**src/rtl/rtc_pkg.sv**
```systemverilog
`default_nettype none
// ============================================================================
// Module      : rtc_pkg
// Description : Shared types and constants for the RTC frame read sequencer.
// Revision    : 1.0 - initial release
// ============================================================================
package rtc_pkg;

    localparam int N_REGS = 11;

    localparam logic [3:0] IDX_SEG    = 4'd0;
    localparam logic [3:0] IDX_MIN    = 4'd1;
    localparam logic [3:0] IDX_HORA   = 4'd2;
    localparam logic [3:0] IDX_DIA    = 4'd3;
    localparam logic [3:0] IDX_MES    = 4'd4;
    localparam logic [3:0] IDX_ANO    = 4'd5;
    localparam logic [3:0] IDX_DSEM   = 4'd6;
    localparam logic [3:0] IDX_NSEM   = 4'd7;
    localparam logic [3:0] IDX_SEG_T  = 4'd8;
    localparam logic [3:0] IDX_MIN_T  = 4'd9;
    localparam logic [3:0] IDX_HORA_T = 4'd10;

    typedef enum logic [2:0] {
        ST_IDLE = 3'd0,
        ST_ADDR = 3'd1,
        ST_HOLD = 3'd2,
        ST_READ = 3'd3,
        ST_GAP  = 3'd4,
        ST_DONE = 3'd5
    } state_t;

    // RTC register address for each display slot
    function automatic logic [7:0] reg_addr(input logic [3:0] idx);
        case (idx)
            IDX_SEG:    reg_addr = 8'h21;
            IDX_MIN:    reg_addr = 8'h22;
            IDX_HORA:   reg_addr = 8'h23;
            IDX_DIA:    reg_addr = 8'h24;
            IDX_MES:    reg_addr = 8'h25;
            IDX_ANO:    reg_addr = 8'h26;
            IDX_DSEM:   reg_addr = 8'h27;
            IDX_NSEM:   reg_addr = 8'h28;
            IDX_SEG_T:  reg_addr = 8'h41;
            IDX_MIN_T:  reg_addr = 8'h42;
            IDX_HORA_T: reg_addr = 8'h43;
            default:    reg_addr = 8'h00;
        endcase
    endfunction

    // Phase length minus one; a length of 0 behaves as 1
    function automatic logic [7:0] phase_m1(input int len);
        phase_m1 = (len <= 1) ? 8'd0 : 8'(len - 1);
    endfunction

endpackage
`default_nettype wire

```
**src/rtl/rtc_refresh_timer.sv**
```systemverilog
`default_nettype none
// ============================================================================
// Module      : rtc_refresh_timer
// Description : Free-running refresh period counter, one-cycle tick on wrap.
// Revision    : 1.0 - initial release
// ============================================================================
module rtc_refresh_timer #(
    parameter logic [15:0] REFRESH = 16'd50000
) (
    input  logic clk,
    input  logic reset,
    input  logic i_auto_en,
    output logic o_tick
);

    localparam logic [15:0] c_last = (REFRESH == 16'd0) ? 16'd0 : REFRESH - 16'd1;

    logic [15:0] r_count;

    always_ff @(posedge clk or posedge reset) begin
        if (reset) begin
            r_count <= 16'd0;
        end else if (!i_auto_en) begin
            r_count <= 16'd0;
        end else if (r_count >= c_last) begin
            r_count <= 16'd0;
        end else begin
            r_count <= r_count + 16'd1;
        end
    end

    assign o_tick = i_auto_en && (r_count == c_last);

endmodule
`default_nettype wire

```
**src/rtl/rtc_read_sequencer.sv**
```systemverilog
`default_nettype none
// ============================================================================
// Module      : rtc_read_sequencer
// Description : Reads the 11 RTC time registers over the multiplexed A/D bus
//               and forwards each byte to the display register file.
// Revision    : 1.0 - initial release
// ============================================================================
module rtc_read_sequencer
    import rtc_pkg::*;
#(
    parameter int          T_AS    = 4,
    parameter int          T_AH    = 2,
    parameter int          T_RD    = 6,
    parameter int          T_GAP   = 2,
    parameter logic [15:0] REFRESH = 16'd50000
) (
    input  logic       clk,
    input  logic       reset,
    input  logic       start,
    input  logic       auto_en,
    input  logic [7:0] ad_in,
    output logic [7:0] ad_out,
    output logic       ad_oe,
    output logic       cs_n,
    output logic       a_d,
    output logic       wr_n,
    output logic       rd_n,
    output logic       wr_en,
    output logic [3:0] wr_idx,
    output logic [7:0] wr_data,
    output logic       busy,
    output logic       done
);

    localparam logic [7:0] c_as_m1  = phase_m1(T_AS);
    localparam logic [7:0] c_ah_m1  = phase_m1(T_AH);
    localparam logic [7:0] c_rd_m1  = phase_m1(T_RD);
    localparam logic [7:0] c_gap_m1 = phase_m1(T_GAP);

    state_t     r_state;
    state_t     w_next_state;
    logic [7:0] r_phase;
    logic [7:0] w_reload;
    logic [3:0] r_idx;
    logic [7:0] r_data;
    logic       w_tick;
    logic       w_trigger;
    logic       w_last;

    rtc_refresh_timer #(
        .REFRESH (REFRESH)
    ) u_refresh (
        .clk       (clk),
        .reset     (reset),
        .i_auto_en (auto_en),
        .o_tick    (w_tick)
    );

    assign w_trigger = start | w_tick;
    assign w_last    = (r_phase == 8'd0);

    always_comb begin
        w_next_state = r_state;
        case (r_state)
            ST_IDLE: if (w_trigger) w_next_state = ST_ADDR;
            ST_ADDR: if (w_last)    w_next_state = ST_HOLD;
            ST_HOLD: if (w_last)    w_next_state = ST_READ;
            ST_READ: if (w_last)    w_next_state = ST_GAP;
            ST_GAP:  if (w_last)    w_next_state = (r_idx == IDX_HORA_T) ? ST_DONE : ST_ADDR;
            ST_DONE:                w_next_state = ST_IDLE;
            default:                w_next_state = ST_IDLE;
        endcase
    end

    always_comb begin
        w_reload = 8'd0;
        case (w_next_state)
            ST_ADDR: w_reload = c_as_m1;
            ST_HOLD: w_reload = c_ah_m1;
            ST_READ: w_reload = c_rd_m1;
            ST_GAP:  w_reload = c_gap_m1;
            default: w_reload = 8'd0;
        endcase
    end

    always_ff @(posedge clk or posedge reset) begin
        if (reset) begin
            r_state <= ST_IDLE;
            r_phase <= 8'd0;
            r_idx   <= 4'd0;
            r_data  <= 8'd0;
        end else begin
            r_state <= w_next_state;
            if (w_next_state != r_state) begin
                r_phase <= w_reload;
            end else if (!w_last) begin
                r_phase <= r_phase - 8'd1;
            end
            if (r_state == ST_IDLE && w_trigger) begin
                r_idx <= 4'd0;
            end else if (r_state == ST_GAP && w_last && r_idx != IDX_HORA_T) begin
                r_idx <= r_idx + 4'd1;
            end
            if (r_state == ST_READ && w_last) begin
                r_data <= ad_in;
            end
        end
    end

    // Bus outputs decode straight from state so reset releases the pads at once
    always_comb begin
        ad_out = 8'd0;
        ad_oe  = 1'b0;
        cs_n   = 1'b1;
        a_d    = 1'b1;
        wr_n   = 1'b1;
        rd_n   = 1'b1;
        wr_en  = 1'b0;
        busy   = 1'b0;
        done   = 1'b0;
        case (r_state)
            ST_ADDR: begin
                ad_out = reg_addr(r_idx);
                ad_oe  = 1'b1;
                cs_n   = 1'b0;
                a_d    = 1'b0;
                wr_n   = 1'b0;
                busy   = 1'b1;
            end
            ST_HOLD: begin
                ad_out = reg_addr(r_idx);
                ad_oe  = 1'b1;
                cs_n   = 1'b0;
                a_d    = 1'b0;
                busy   = 1'b1;
            end
            ST_READ: begin
                cs_n = 1'b0;
                rd_n = 1'b0;
                busy = 1'b1;
            end
            ST_GAP: begin
                wr_en = (r_phase == c_gap_m1);
                busy  = 1'b1;
            end
            ST_DONE: done = 1'b1;
            default: ;
        endcase
    end

    assign wr_idx  = r_idx;
    assign wr_data = r_data;

endmodule
`default_nettype wire

```
**config.mk**
```make
export PLATFORM = sky130hd
export DESIGN_NAME = rtc_read_sequencer
export DESIGN_NICKNAME = d
export VERILOG_FILES = /design/src/rtl/rtc_pkg.sv /design/src/rtl/rtc_refresh_timer.sv /design/src/rtl/rtc_read_sequencer.sv
export SDC_FILE = /design/constraint.sdc
export NUM_CORES = 1
export LEC_CHECK = 0
export CAP_MARGIN = 0
export CORE_MARGIN = 2
export CORE_UTILIZATION = 30
export CTS_BUF_LIST = sky130_fd_sc_hd__clkbuf_4 sky130_fd_sc_hd__clkbuf_8
export DETAILED_ROUTE_END_ITERATION = 10
export SYNTH_ARGS = -nofsm -noshare
export SYNTH_HDL_FRONTEND = slang
export SYNTH_SLANG_ARGS = --single-unit
```
**constraint.sdc**
```tcl
create_clock -name clk -period 1.9 [get_ports clk]
set_clock_uncertainty 0.15 [all_clocks]
set_input_delay 0.38 -clock clk [delete_from_list [all_inputs] [get_ports clk]]
set_output_delay 0.38 -clock clk [all_outputs]
set_load 0.02 [all_outputs]
```
==> results.yml <==
global_routing:
  grt_use_total_pct: 13.29
  grt_start_max_net_pins: 27
  grt_overflow: 0
  grt_pass1_vias: 1942
  grt_pass1_wl_mm: 8.963
  antenna_found_initial: 0
layout:
  synthToLayoutAreaGrowth_pct: 53.01
  finalNetCount: 345
  antennaDiodeCount: 0
  final_cells: 425
  drive_gt1_share_pct: 40.18
power:
  pwr-share-seq_pct: 26.4
  p_int_w: 0.002785
  power_frac_clock_pct: 13.1
  p_per_area_nw_per_um2: 1343
  irDropWorstVdd_mv: 0.4074
  p_comb_share_pct: 60.5
  swShare_pct: 39.68
  p_switching_w: 0.001832
  power_leakage_nw: 1.579
timing:
  hold_violations: 0
  setup-tns-final_ns: -1.077
  fin_ws_ns: -0.1492
  setup_viol: 10
  final.period_utilization_pct: 107.9
  rsz0062_at_grt: "true"
  min_period_ns: 2.049
  max_freq_mhz: 488.0
  drv_slew: 0
outcome:
  violations: "setup timing"
  status: "finished, violations left"
logic_synthesis:
  synth_area_leaders: "dfrtp_1 43%, nor2_1 5.3%, xnor2_1 5.1%"
  synth_top_area_share_pct: 43.43
  synth_edf_count: 0
  yosysSeqAreaShare_pct: 43.43
  yosys_warnings: 0
  ys.flop_type: "dfrtp_1"
  synthArstFlopShare_pct: 100.0
  synthCells: 228
  synth_area_um2: 2247
  avgSynthCellArea_um2: 9.856
  synth_cell_type_count: 48
  synth_seq_cells: 39
  synth_top_area_cell: "dfrtp_1"
cts:
  cts_tree: "yes"
  cts.sink_count: 39
  cts_buffers: 5
  root_buffer: "clkbuf_8"
  htreeDepth: 2
  clk_pin_slew_ns: 0.09
  cts_buffer_depth: 2
  clk_latency_ns: 0.29
  hold_buffers: 0
floorplan:
  chipWidth_um: 90.55
  die_y_um: 90.55
  rows: 31
  coreArea_um2: 7253
  die-area_um2: 8198
  start_util_pct: 30.98
  io_pins: 40
setup_path:
  crit_slowest_cell: "dfrtp_2"
  crit_path_start_kind: "flip-flop"
  path_cells: "buf_4, buf_6, nor3b_4, and3_4, buf_6"
  worst_setup_path_end_kind: "output pin"
  cpPeakStageDelay_ns: 0.43
  r2r_start: "r_phase[0]"
  cp_data_arrival_time_ns: 1.52
  worstSetupPathType: "reg2out"
  worstPathRequired_ns: 1.37
  crit_fanout: 5
  cp_common_cell: "buf_6"
  crit_start: "r_state[0]"
drt:
  wirelength_mm: 5.498
  drt-wirelength-per-cell_um: 12.94
  first_pass_iters: 4
  drt_iter0_drc: 59
  vias_per_cell: 4.647
  ant_nets: 0
  vias: 1975
  drc: 0
placement:
  dp.cells: 401
  place.gp.congestion: 0.8105
  portBuffers: 37
  hpwl_mm: 3.773
min_path:
  hold_path_class: "in2async"
job:
  maxCapViolCount: 0
[synth_stat cells (2+ instances only)]
library cell,count
dfrtp_1,39
nor2_1,32
nor3_1,15
nand2_1,13
xnor2_1,13
inv_1,12
nand3_1,11
ha_1,8
mux2_2,8
and3_1,6
mux2i_1,6
nand4_1,6
xor2_1,5
and2_1,4
buf_2,4
nor4_1,4
a21oi_1,3
nand2b_1,3
nor2b_1,3
a31oi_1,2
buf_4,2
buf_6,2
o31ai_1,2
[layer usage]
layer	vias up	track usage (%)	share of wire, %
met5	-	0	0
met4	0	3.590	0.58
met3	4	3.005	3.7
met2	32	22.64	52
met1	951	16.93	43
li1	988	-	-
[cells by family after synthesis]
family	after synthesis	share of synthesized area [%]
fa+ha+maj	8	4.455
other cells	1	0.1669
xor+xnor	18	7.016
flops	39	43.43
mux	14	6.682
buf+inv	22	4.955
compound gates	18	6.848
simple gates	108	26.45
[final timing paths]
check,depth (start not counted),endpoint,slack (ns)
max,5,wr_en,-0.15
max reg2reg,8,wr_idx[0],0.01
min reg2reg,1,wr_data[6],0.36
min,3,wr_data[7],0.26
max in group asynchronous,3,r_phase[7],1.01
min in group clk,1,wr_data[6],0.36
[per-stage QoR]
stage               hold WS [ns]  util, %  setup WS, ns  cell area (um2)  total power (W)
finish                    0.2650    47.40       -0.1492             3438         0.004617
detailed placement        0.3455    41.80       -0.3475             3032         0.003592
global placement          0.3350    41.80       -0.2822             3032         0.003559
CTS                       0.2662    44.02       -0.1361             3193         0.004306
global route              0.3056    47.40       -0.2304             3438         0.004951
floorplan                 0.3001        -       -0.1032             2258         0.002508
[state kept, by name (all words and copies together), names as in the netlist]
| name | cells |
|---|---|
| u_refresh.r_count | 16 |
| r_phase | 8 |
| wr_data | 8 |
| wr_idx | 4 |
| r_state | 3 |
[cell type report]
class | count | area (um2)
inverter | 12 | 45.04
timing repair buffer | 98 | 848.3
fill | 719 | 3815
clock inverter | 2 | 16.27
multi-input combinational | 169 | 1343
clock buffer | 6 | 82.58
tap | 99 | 123.9
sequential | 39 | 979.7
[power groups by stage]
stage | clock network (W) | registers [W] | logic, W
after global routing | 0.000657 | 0.00125 | 0.00304
final | 0.000604 | 0.00122 | 0.00279
after CTS | 0.000638 | 0.00122 | 0.00244
after floorplan | 0 | 0.00136 | 0.00115
after global placement | 0 | 0.00123 | 0.00233
after detailed placement | 0 | 0.00124 | 0.00235
[placed cells by master, fill, tap and decap left out, types with 8 or more instances in the layout]
master           instances
dfrtp_1                 36
nor2_1                  30
xnor2_1                 13
inv_1                    8
buf_6                   14
nand3_1                 10
nand2_1                 10
buf_4                   58
mux2_2                   8
clkdlybuf4s50_1         19
[timing repair]
action | CTS | global route
gates cloned | 0 | 2
hold endpoints to repair | 0 | 0
pin swaps | 5 | 15
resized for setup | 87 | 38
setup buffers | 7 | 8
endpoints found under the setup margin | 43 | 48
[critical path, delay by kind of cell (launching register included)]
kind,cells,cell delay [ns]
buffers and inverters,3,0.37
and+or+nand+nor,2,0.44
DFF,1,0.43
Note: power is estimated with default switching activity, not from simulation.
